<file path="src/rtl/dice_game_ctrl.sv">
// dice_game_ctrl: dice-guessing game with debounced buttons, LFSR die, saturating score and 4-digit 7-segment scan
// Ports:
//   rclock     system clock
//   rst        synchronous reset, active-high
//   button     raw buttons: [0] roll, [1] guess step, [2] clear, [3] reserved (ignored)
//   guess      current guess, 1..FACES
//   roll       last die value, 0 = none yet
//   point      score, binary
//   game_over  high while the game is over
//   out        segments {a,b,c,d,e,f,g,dp}, active-low
//   an         digit anodes, active-low
// Optional: define STREAK_BONUS_EN to add a hit-streak counter that doubles the bonus on repeated hits
module dice_game_ctrl #(
    parameter int                FACES        = 6,
    parameter int                LFSR_W       = 8,
    parameter logic [LFSR_W-1:0] LFSR_TAPS    = 8'hB8,
    parameter int                START_SCORE  = 10,
    parameter int                SCORE_MAX    = 99,
    parameter int                WIN_BONUS    = 6,
    parameter int                LOSS_PENALTY = 1,
    parameter int                DEB_CYCLES   = 16,
    parameter int                SCAN_LOG2    = 15
) (
    input  logic       rclock,
    input  logic       rst,
    input  logic [3:0] button,
    output logic [3:0] guess,
    output logic [3:0] roll,
    output logic [6:0] point,
    output logic       game_over,
    output logic [7:0] out,
    output logic [3:0] an
);
    localparam int CW = $clog2(DEB_CYCLES + 1);
    localparam int SW = SCAN_LOG2 + 2;

    typedef enum logic [1:0] {IDLE, PLAY, OVER} state_t;
    state_t state, state_n;

    logic [2:0]    s1, s2, lvl, lvl_d, press;
    logic [CW-1:0] cnt [3];
    logic          unused_btn;
    assign unused_btn = button[3];

    // sync -> debounce -> rising-edge pulse, one lane per used button
    always_ff @(posedge rclock) begin
        if (rst) begin
            s1    <= '0;
            s2    <= '0;
            lvl   <= '0;
            lvl_d <= '0;
            press <= '0;
            for (int i = 0; i < 3; i++) cnt[i] <= '0;
        end else begin
            s1    <= button[2:0];
            s2    <= s1;
            lvl_d <= lvl;
            press <= lvl & ~lvl_d;
            for (int i = 0; i < 3; i++) begin
                if (s2[i] == lvl[i]) cnt[i] <= '0;
                else if (cnt[i] == CW'(DEB_CYCLES - 1)) begin
                    cnt[i] <= '0;
                    lvl[i] <= s2[i];
                end else cnt[i] <= cnt[i] + CW'(1);
            end
        end
    end

    logic [LFSR_W-1:0] lfsr;
    always_ff @(posedge rclock) begin
        if (rst) lfsr <= LFSR_W'(1);
        else lfsr <= (lfsr == '0) ? LFSR_W'(1) : {lfsr[LFSR_W-2:0], ^(lfsr & LFSR_TAPS)};
    end

    logic [3:0] die, guess_n, roll_n;
    logic [6:0] point_n, new_pt;
    logic [7:0] bonus, up;
    logic       hit, do_roll, dp1;
    assign die = 4'(lfsr % LFSR_W'(FACES)) + 4'd1;
`ifdef STREAK_BONUS_EN
    logic [2:0] streak, streak_n;
    assign bonus = (streak == 3'd0) ? 8'(WIN_BONUS) : 8'(2 * WIN_BONUS);
    assign dp1   = streak >= 3'd2;
    always_ff @(posedge rclock) begin
        if (rst) streak <= 3'd0;
        else streak <= streak_n;
    end
`else
    assign bonus = 8'(WIN_BONUS);
    assign dp1   = 1'b0;
`endif
    assign hit     = die == guess;
    assign up      = 8'(point) + bonus;
    assign new_pt  = hit ? ((up > 8'(SCORE_MAX)) ? 7'(SCORE_MAX) : up[6:0])
                         : ((point >= 7'(LOSS_PENALTY)) ? point - 7'(LOSS_PENALTY) : 7'd0);
    assign do_roll = press[0] && state != OVER;

    // clear wins over everything; a same-cycle guess step uses the pre-increment guess for scoring
    always_comb begin
        state_n = state;
        guess_n = guess;
        roll_n  = roll;
        point_n = point;
`ifdef STREAK_BONUS_EN
        streak_n = streak;
`endif
        if (press[2]) begin
            state_n = IDLE;
            guess_n = 4'd1;
            roll_n  = 4'd0;
            point_n = 7'(START_SCORE);
`ifdef STREAK_BONUS_EN
            streak_n = 3'd0;
`endif
        end else begin
            if (do_roll) begin
                roll_n  = die;
                point_n = new_pt;
                state_n = (state == PLAY && new_pt == 7'd0) ? OVER : PLAY;
`ifdef STREAK_BONUS_EN
                streak_n = hit ? ((streak == 3'd7) ? streak : streak + 3'd1) : 3'd0;
`endif
            end
            if (press[1] && state != OVER) guess_n = (guess == 4'(FACES)) ? 4'd1 : guess + 4'd1;
        end
    end

    function automatic logic [7:0] seg(input logic [3:0] d);
        case (d)
            4'd0: seg = 8'h03;
            4'd1: seg = 8'h9F;
            4'd2: seg = 8'h25;
            4'd3: seg = 8'h0D;
            4'd4: seg = 8'h99;
            4'd5: seg = 8'h49;
            4'd6: seg = 8'h41;
            4'd7: seg = 8'h1F;
            4'd8: seg = 8'h01;
            4'd9: seg = 8'h09;
            default: seg = 8'hFF;
        endcase
    endfunction

    logic [SW-1:0] scan;
    logic [1:0]    sel;
    logic [3:0]    tens, units;
    logic [7:0]    out_n;
    assign sel   = scan[SW-1 -: 2];
    assign tens  = 4'(point / 7'd10);
    assign units = 4'(point % 7'd10);
    assign out_n = (sel == 2'd0) ? ((state == OVER || roll == 4'd0) ? 8'hFD : seg(roll)) :
                   (sel == 2'd1) ? (((state == OVER) ? 8'hFD : seg(guess)) & {7'h7F, ~dp1}) :
                   (sel == 2'd2) ? seg(units) :
                                   (seg(tens) & {7'h7F, state != OVER});
    assign game_over = state == OVER;

    always_ff @(posedge rclock) begin
        if (rst) begin
            state <= IDLE;
            guess <= 4'd1;
            roll  <= 4'd0;
            point <= 7'(START_SCORE);
            scan  <= '0;
            an    <= 4'hF;
            out   <= 8'hFF;
        end else begin
            state <= state_n;
            guess <= guess_n;
            roll  <= roll_n;
            point <= point_n;
            scan  <= scan + SW'(1);
            an    <= ~(4'b0001 << sel);
            out   <= out_n;
        end
    end
endmodule
</file>
<file path="config.mk">
export PLATFORM = sky130hd
export DESIGN_NAME = dice_game_ctrl
export DESIGN_NICKNAME = d
export VERILOG_FILES = /design/src/rtl/dice_game_ctrl.sv
export SDC_FILE = /design/constraint.sdc
export NUM_CORES = 1
export LEC_CHECK = 0
export CAP_MARGIN = 20
export CORE_ASPECT_RATIO = 0.7
export CORE_MARGIN = 2
export CORE_UTILIZATION = 50
export DETAILED_ROUTE_END_ITERATION = 7
export PLACE_DENSITY = 0.71
export REMOVE_ABC_BUFFERS = 1
export SKIP_CTS_REPAIR_TIMING = 1
export SLEW_MARGIN = 20
export SYNTH_ARGS = -nofsm -noshare
export SYNTH_HDL_FRONTEND = slang
export SYNTH_SLANG_ARGS = --single-unit
</file>
<file path="constraint.sdc">
create_clock -name rclock -period 7.9 [get_ports rclock]
set_clock_uncertainty 0.05 [all_clocks]
set_input_delay 1.58 -clock rclock [delete_from_list [all_inputs] [get_ports rclock]]
set_output_delay 1.58 -clock rclock [all_outputs]
set_load 0.05 [all_outputs]
</file>
# --- After elaboration in Yosys (flattened, before gate mapping) ---
# Memories as Yosys holds them, arrays and structs flattened. A register that Yosys moved wholly into a read port is not among the register bits.
# Index checks and enable logic that the tools add are counted.
classes:
  n_addsub: 8
  div_mod_pow: 3
  n_lt_le_gt_ge: 2
  eq_ne: 13
  shift: 1
  muxes: 58
  n_bitwise: 16
  reduce_logical: 14
op_table:
  columns: ["op", "count"]
  rows:
  - ["5-bit two-way mux", 9]
  - ["8-bit two-way mux", 5]
  - ["1-bit two-way mux", 35]
  - ["7-bit two-way mux", 3]
  - ["4-bit two-way mux", 5]
  - ["17-bit by 1-bit adder with 17-bit output (second input constant)", 1]
  - ["5-bit by 1-bit adder with 5-bit output (second input constant)", 3]
  - ["5-bit by 4-bit equality test with 1-bit output (second input constant)", 3]
  - ["1-bit bitwise OR", 9]
  - ["4-bit by 1-bit adder with 4-bit output (second input constant)", 2]
  - ["7-bit by 3-bit adder with 8-bit output (second input constant)", 1]
  - ["8-bit AND", 1]
  - ["8-bit by 7-bit > comparator with 1-bit output (second input constant)", 1]
  - ["8-bit zero test", 1]
  - ["8-bit by 3-bit modulo with 8-bit output (second input constant)", 1]
  - ["8-bit parity", 1]
  - ["7-bit by 4-bit divider with 7-bit output (second input constant)", 1]
  - ["7-bit by 1-bit >= comparator with 1-bit output (second input constant)", 1]
  - ["7-bit zero test", 1]
  - ["7-bit by 4-bit modulo with 7-bit output (second input constant)", 1]
  - ["7-bit by 1-bit subtractor with 7-bit output (second input constant)", 1]
  - ["2-bit AND reduction", 3]
  - ["2-bit by 1-bit equality test with 1-bit output (second input constant)", 2]
  - ["2-bit equality test (second input constant)", 2]
  - ["other kinds (15)", 22]
totals:
  ff_bits: 69
  ramBits: 15
  rom_bits: 448
  inputBits: 6
  wordCells: 135
  mem_count: 5
memory_table:
  columns: ["name", "words", "word_bits", "rd", "rd_ports_with_merged_regs", "write_ports", "line_no", "rtl"]
  rows:
  - ["(name not given)", 16, 7, 1, 0, 0, "129", "case (d)"]
  - ["(name not given)", 16, 7, 1, 0, 0, "129", null]
  - ["(name not given)", 16, 7, 1, 1, 0, "129", null]
  - ["(name not given)", 16, 7, 1, 1, 0, "129", null]
  - ["cnt", 3, 5, 3, 0, 3, "41", "logic [CW-1:0] cnt [3];"]

# --- Depth between registers and ports, before layout ---
# An unclocked memory read counts as a cell.
logic_depth:
  word_depth: 8
  depth_mapped: 20
  ltp_nobuf: 17

# --- Worst setup path after synthesis ---
# OpenSTA, ideal clock, no wires.
synth_path:
  path_type: "register to register"
  from: "reg lfsr[4]"
  to: "reg point[6]"
  arrival_ns: 3.850
  t_required_ns: 7.766
  path_slack_ns: 3.916
  stages_incl_launch_ff: 20
  period_less_slack_ns: 3.984
  cell_sequence: "dfxtp_1 -> inv_1 -> ha_1 -> nor2b_1 -> a32o_1 -> or3_1 -> buf_2 -> mux2_2 -> o22ai_1 -> ha_1 -> nand2_1 -> nor3_1 -> a21oi_1 -> a22oi_1 -> a31oi_1 -> xnor2_1 -> or3_1 -> buf_6 -> mux2_4 -> o31ai_2"
synth_between:
  elab_chain_len: 4
synth_lines:
  columns: ["item", "line_no", "rtl"]
  rows:
  - ["from (decl)", "69", "logic [LFSR_W-1:0] lfsr;"]
  - ["from (signal assigned)", "72", "else lfsr <= (lfsr == '0) ? LFSR_W'(1) : {lfsr[LFSR_W-2:0], ^(lfsr & LFSR_TAPS)};"]
  - ["8-bit by 3-bit modulo with 8-bit output", "79", "assign die = 4'(lfsr % LFSR_W'(FACES)) + 4'd1;"]
  - ["4-bit by 1-bit adder with 4-bit output", "79", null]
  - ["4-bit equality test", "92", "assign hit = die == guess;"]
  - ["7-bit two-way mux", "94", "assign new_pt = hit ? ((up > 8'(SCORE_MAX)) ? 7'(SCORE_MAX) : up[6:0])"]
  - ["to (signal assigned)", "162", "point <= 7'(START_SCORE);"]
  - ["to (signal assigned)", "170", "point <= point_n;"]
  - ["to (decl)", "29", "output logic [6:0] point,"]
# No other way between the ends.
# A chain may end at the register's enable or synchronous reset.

# --- Final worst setup path ---
layout_path:
  from: "reg lfsr[5]"
  to: "reg point[1]"
# Same word-level chain as after synthesis.

==> flow_results.org <==
** Outcome
- Status :: completed

** Worst setup path
- On the critical path the largest part of the delay comes from simple AND/OR/NAND/NOR gates.
- Together, buffers and inverters on the worst path number 1.
- Worst endpoint required time :: approximately 8 ns
- The worst setup path is captured at a register.
- On the worst path, the slowest cell contributes a delay of 0.62 ns.
- Startpoint class of the critical path :: register
- Category of the most critical setup path :: register to register
- The critical path goes through inv_1 -> ha_1 -> nor2b_1 -> a32o_1 -> or3_1 -> mux2_2 -> o22ai_1 -> ha_1 -> nand2_1 -> nor3_1 -> a21oi_1 -> a22oi_1 -> a31oi_1 -> xnor2_1 -> nor3_1 -> and3_1 -> o221ai_1.
- Worst path slowest cell :: sky130_fd_sc_hd__nor3_1
- Arrival time of the worst setup path :: around 4.8 ns
- Maximum fanout along the worst path :: 11

** Floorplanning
- From bottom edge to top edge, the die measures approximately 95 um.
- Measured along the x axis, the die boundary spans around 130 um.
- 34 I/O pins were placed.
- Full die area :: ~13000 um2
- In this run the standard cell core region covers 11600 um2.
- The floorplan has 33 rows.
- The initial utilization of the core area, before any placement, comes to 0.506.

** Yosys
- Each instance of the synthesized netlist takes up on average approximately 8.5 um2.
- Cell types with the largest area share after synthesis :: sky130_fd_sc_hd__dfxtp_1 28%, sky130_fd_sc_hd__ha_1 9.8%, sky130_fd_sc_hd__edfxtp_1 7.7%
- Post-synth EDFFs :: 15
- Fraction of post-synthesis cell area in the top cell type by area :: 0.284
- Yosys warnings :: 0
- The share of the Yosys chip area taken by registers is 0.361.
- Primary flip-flop cell chosen by synthesis mapping :: sky130_fd_sc_hd__dfxtp_1
- The mapped netlist covers about 5900 um2.
- In the synthesized netlist the async set-or-reset flop fraction comes to 0.
- Yosys top cell by area :: sky130_fd_sc_hd__dfxtp_1
- Cell count after synthesis :: between 600 and 700
- Counting distinct cell types in the post-synthesis netlist gives 70.
- #FFs+latches synth :: just under 100

** Clocking
- After clock tree synthesis, the clock-pin slew on the worst setup and hold paths is ~0.07 ns.
- The clock drives 98 sinks.
- At the later pin of the worst-skew pair, clock insertion delay measures about 0.34 ns.
- The H-tree was split into 3 levels.
- In this run, CTS created clock tree buffers numbering 9.
- The longest clock path from root to sink contains 2 buffers.
- TritonCTS built the clock tree.
- Clock root cell :: sky130_fd_sc_hd__clkbuf_16

** Final layout
- The area growth from synthesis to layout is 12.9%.
- Fraction of final layout cells with drive strength greater than 1 :: 0.0446
- Filler instances :: 1035
- Total area of multi-input combinational cells :: between 3000 and 4000 um2
- Diodes inserted :: 0
- The net count of the finished layout is roughly 760.
- In the final layout, flip-flops and latches occupy between 2000 and 2500 um2.

** Timing
- Final hold analysis gives a worst-case slack of between 0.3 and 0.4 ns.
- After routing, the total negative slack on setup checks comes to 0 ns.
- RSZ-0062 raised after global routing :: no
- Max Clock Freq :: approximately 210 MHz
- Measured against its own limit, the worst slew margin works out to 0.373.
- Setup violations remaining at the end of the flow were counted as 0.
- Count of final hold-check violations :: 0
- Post-route clock period utilization :: 0.593
- The clock period could shrink to around 4.7 ns.
- Pins over their slew limit :: 0
- Tightest Pin Transition :: 0.938 ns

** GRT
- Entering global routing, the biggest net connects between 40 and 50 pins.
- Total grt overflow :: 0
- Wire length of the first global-routing pass :: between 20 and 25 mm
- Antenna violations before repair :: 0
- Global-route usage over all layers :: 0.199
- Via count of the first global-routing pass :: 4507

** Detailed routing
- Number of nets still failing antenna checks after routing :: 0
- The detailed router placed between 4000 and 5000 vias in this run.
- Before antenna repair, the detailed router went through 5 iterations.
- In the routed design, unresolved DRC markers number 0.
- For this block, the initial DRC count from the detailed router was about 360.
- Average wire length per cell after detail routing :: roughly 14 um
- Via density :: around 5.6
- Total length of routed wires :: approximately 13 mm

** Power
- In this run the static leakage power is about 0.0027 uW.
- The design draws roughly 1100 uW.
- Worst supply voltage drop on vdd :: between 100 and 150 uV
- Power spread over the standard cell area amounts to 160 nW/um2.

** Worst hold path
- Type of the worst min-delay path :: register to register

** Flow run
- Across the run, the number of max-cap violations was 0.

** Placement
- Input and output buffers added on the ports amount to 32.
- The congestion estimate from routability-driven global placement came to 0.919.
- The wire-length estimate of the detail-placed layout is around 9.0 mm.
==> power by group <==
part / internal [uW] / total (uW) / leakage [uW] / switching, uW
clock: 264 / 449 / 0.000156 / 184
combinational: 34.2 / 80.2 / 0.00173 / 46.0
sequential: 515 / 526 / 0.000828 / 10.6
==> worst paths after layout <==
kind	start	cells after the start	slack [ns]	to
worst max register to register	lfsr[5]	17	3.22	point[1]
worst min-delay path	lvl_d[1]	1	0.34	press[1]
worst min register to register	lvl_d[1]	1	0.34	press[1]
worst max-delay path	lfsr[5]	17	3.22	point[1]
==> area by class of cell <==
class	count	share of cell area
clock buffer	11	0.0383
clock inverter	5	0.00928
inverter	38	0.0216
multi-input combinational	530	0.530
sequential	98	0.320
tap	157	0.0297
timing repair buffer	35	0.0511
==> cell families after synthesis <==
group,Yosys count,share of synthesized area
AOI/OAI and AO/OA,150,0.165
xor gates and xnor gates,43,0.0667
muxes,22,0.0395
adders and majority gates,47,0.100
and+or+nand+nor,253,0.218
other,1,0.000641
DFF,98,0.361
buffers and inverters,72,0.0494
==> Yosys cell counts, drive strengths merged (3+ instances only) <==
cell / instances
edfxtp: 15
and2: 10
a21oi: 35
clkbuf: 19
nand4: 4
buf: 15
nand2b: 14
mux2i: 19
dfxtp: 83
nor2b: 26
a21o: 4
nor2: 76
and3: 9
mux2: 3
inv: 37
xor2: 18
a211oi: 6
a31oi: 13
o211ai: 6
ha: 46
nand3: 32
nor3b: 3
or3: 11
nand3b: 5
nor3: 10
a211o: 5
xnor2: 24
o21ai: 40
nand2: 39
a22oi: 4
a21boi: 5
o22ai: 8
==> placed cells by master, fill, tap and decap left out, types with 3 or more instances in the layout <==
master and n:
sky130_fd_sc_hd__dfxtp_1 83, sky130_fd_sc_hd__nor2_1 76, sky130_fd_sc_hd__ha_1 46, sky130_fd_sc_hd__nand2_1 39, sky130_fd_sc_hd__o21ai_0 39, sky130_fd_sc_hd__inv_1 37
sky130_fd_sc_hd__a21oi_1 35, sky130_fd_sc_hd__nand3_1 32, sky130_fd_sc_hd__clkdlybuf4s50_1 31, sky130_fd_sc_hd__nor2b_1 26, sky130_fd_sc_hd__xnor2_1 24, sky130_fd_sc_hd__mux2i_1 18
sky130_fd_sc_hd__xor2_1 18, sky130_fd_sc_hd__edfxtp_1 15, sky130_fd_sc_hd__conb_1 15, sky130_fd_sc_hd__nand2b_1 14, sky130_fd_sc_hd__a31oi_1 13, sky130_fd_sc_hd__or3_1 11
sky130_fd_sc_hd__and2_1 10, sky130_fd_sc_hd__nor3_1 10, sky130_fd_sc_hd__and3_1 9, sky130_fd_sc_hd__clkbuf_16 9, sky130_fd_sc_hd__o22ai_1 8, sky130_fd_sc_hd__o211ai_1 6
sky130_fd_sc_hd__a211oi_1 6, sky130_fd_sc_hd__nand3b_1 5, sky130_fd_sc_hd__a21boi_0 5, sky130_fd_sc_hd__a211o_1 5, sky130_fd_sc_hd__a21o_1 4, sky130_fd_sc_hd__a22oi_1 4
sky130_fd_sc_hd__nand4_1 4, sky130_fd_sc_hd__nor3b_1 3, sky130_fd_sc_hd__buf_4 3
==> metal layers <==
| layer | GRT usage | vias up | routed length, um |
|---|---|---|---|
| met5 | 0 | - | 0 |
| met4 | 0.0550 | 0 | 143 |
| met3 | 0.0365 | 12 | 569 |
| met2 | 0.333 | 144 | 5690 |
| met1 | 0.267 | 2279 | 6110 |
| li1 | - | 2430 | - |
==> through the flow <==
step | cell area, um2 | util | setup WS [ns] | cells
3_5_place_dp | 6290 | 0.544 | 3.26 | 858
2_1_floorplan | 5760 | - | 3.88 | 666
4_1_cts | 6610 | 0.572 | 3.26 | 874
5_1_grt | 6610 | 0.572 | 2.85 | 874
6_report | 6610 | 0.572 | 3.22 | 874
3_3_place_gp | 6290 | 0.544 | 3.35 | 858
No activity file was read; power rests on OpenSTA's default activity.
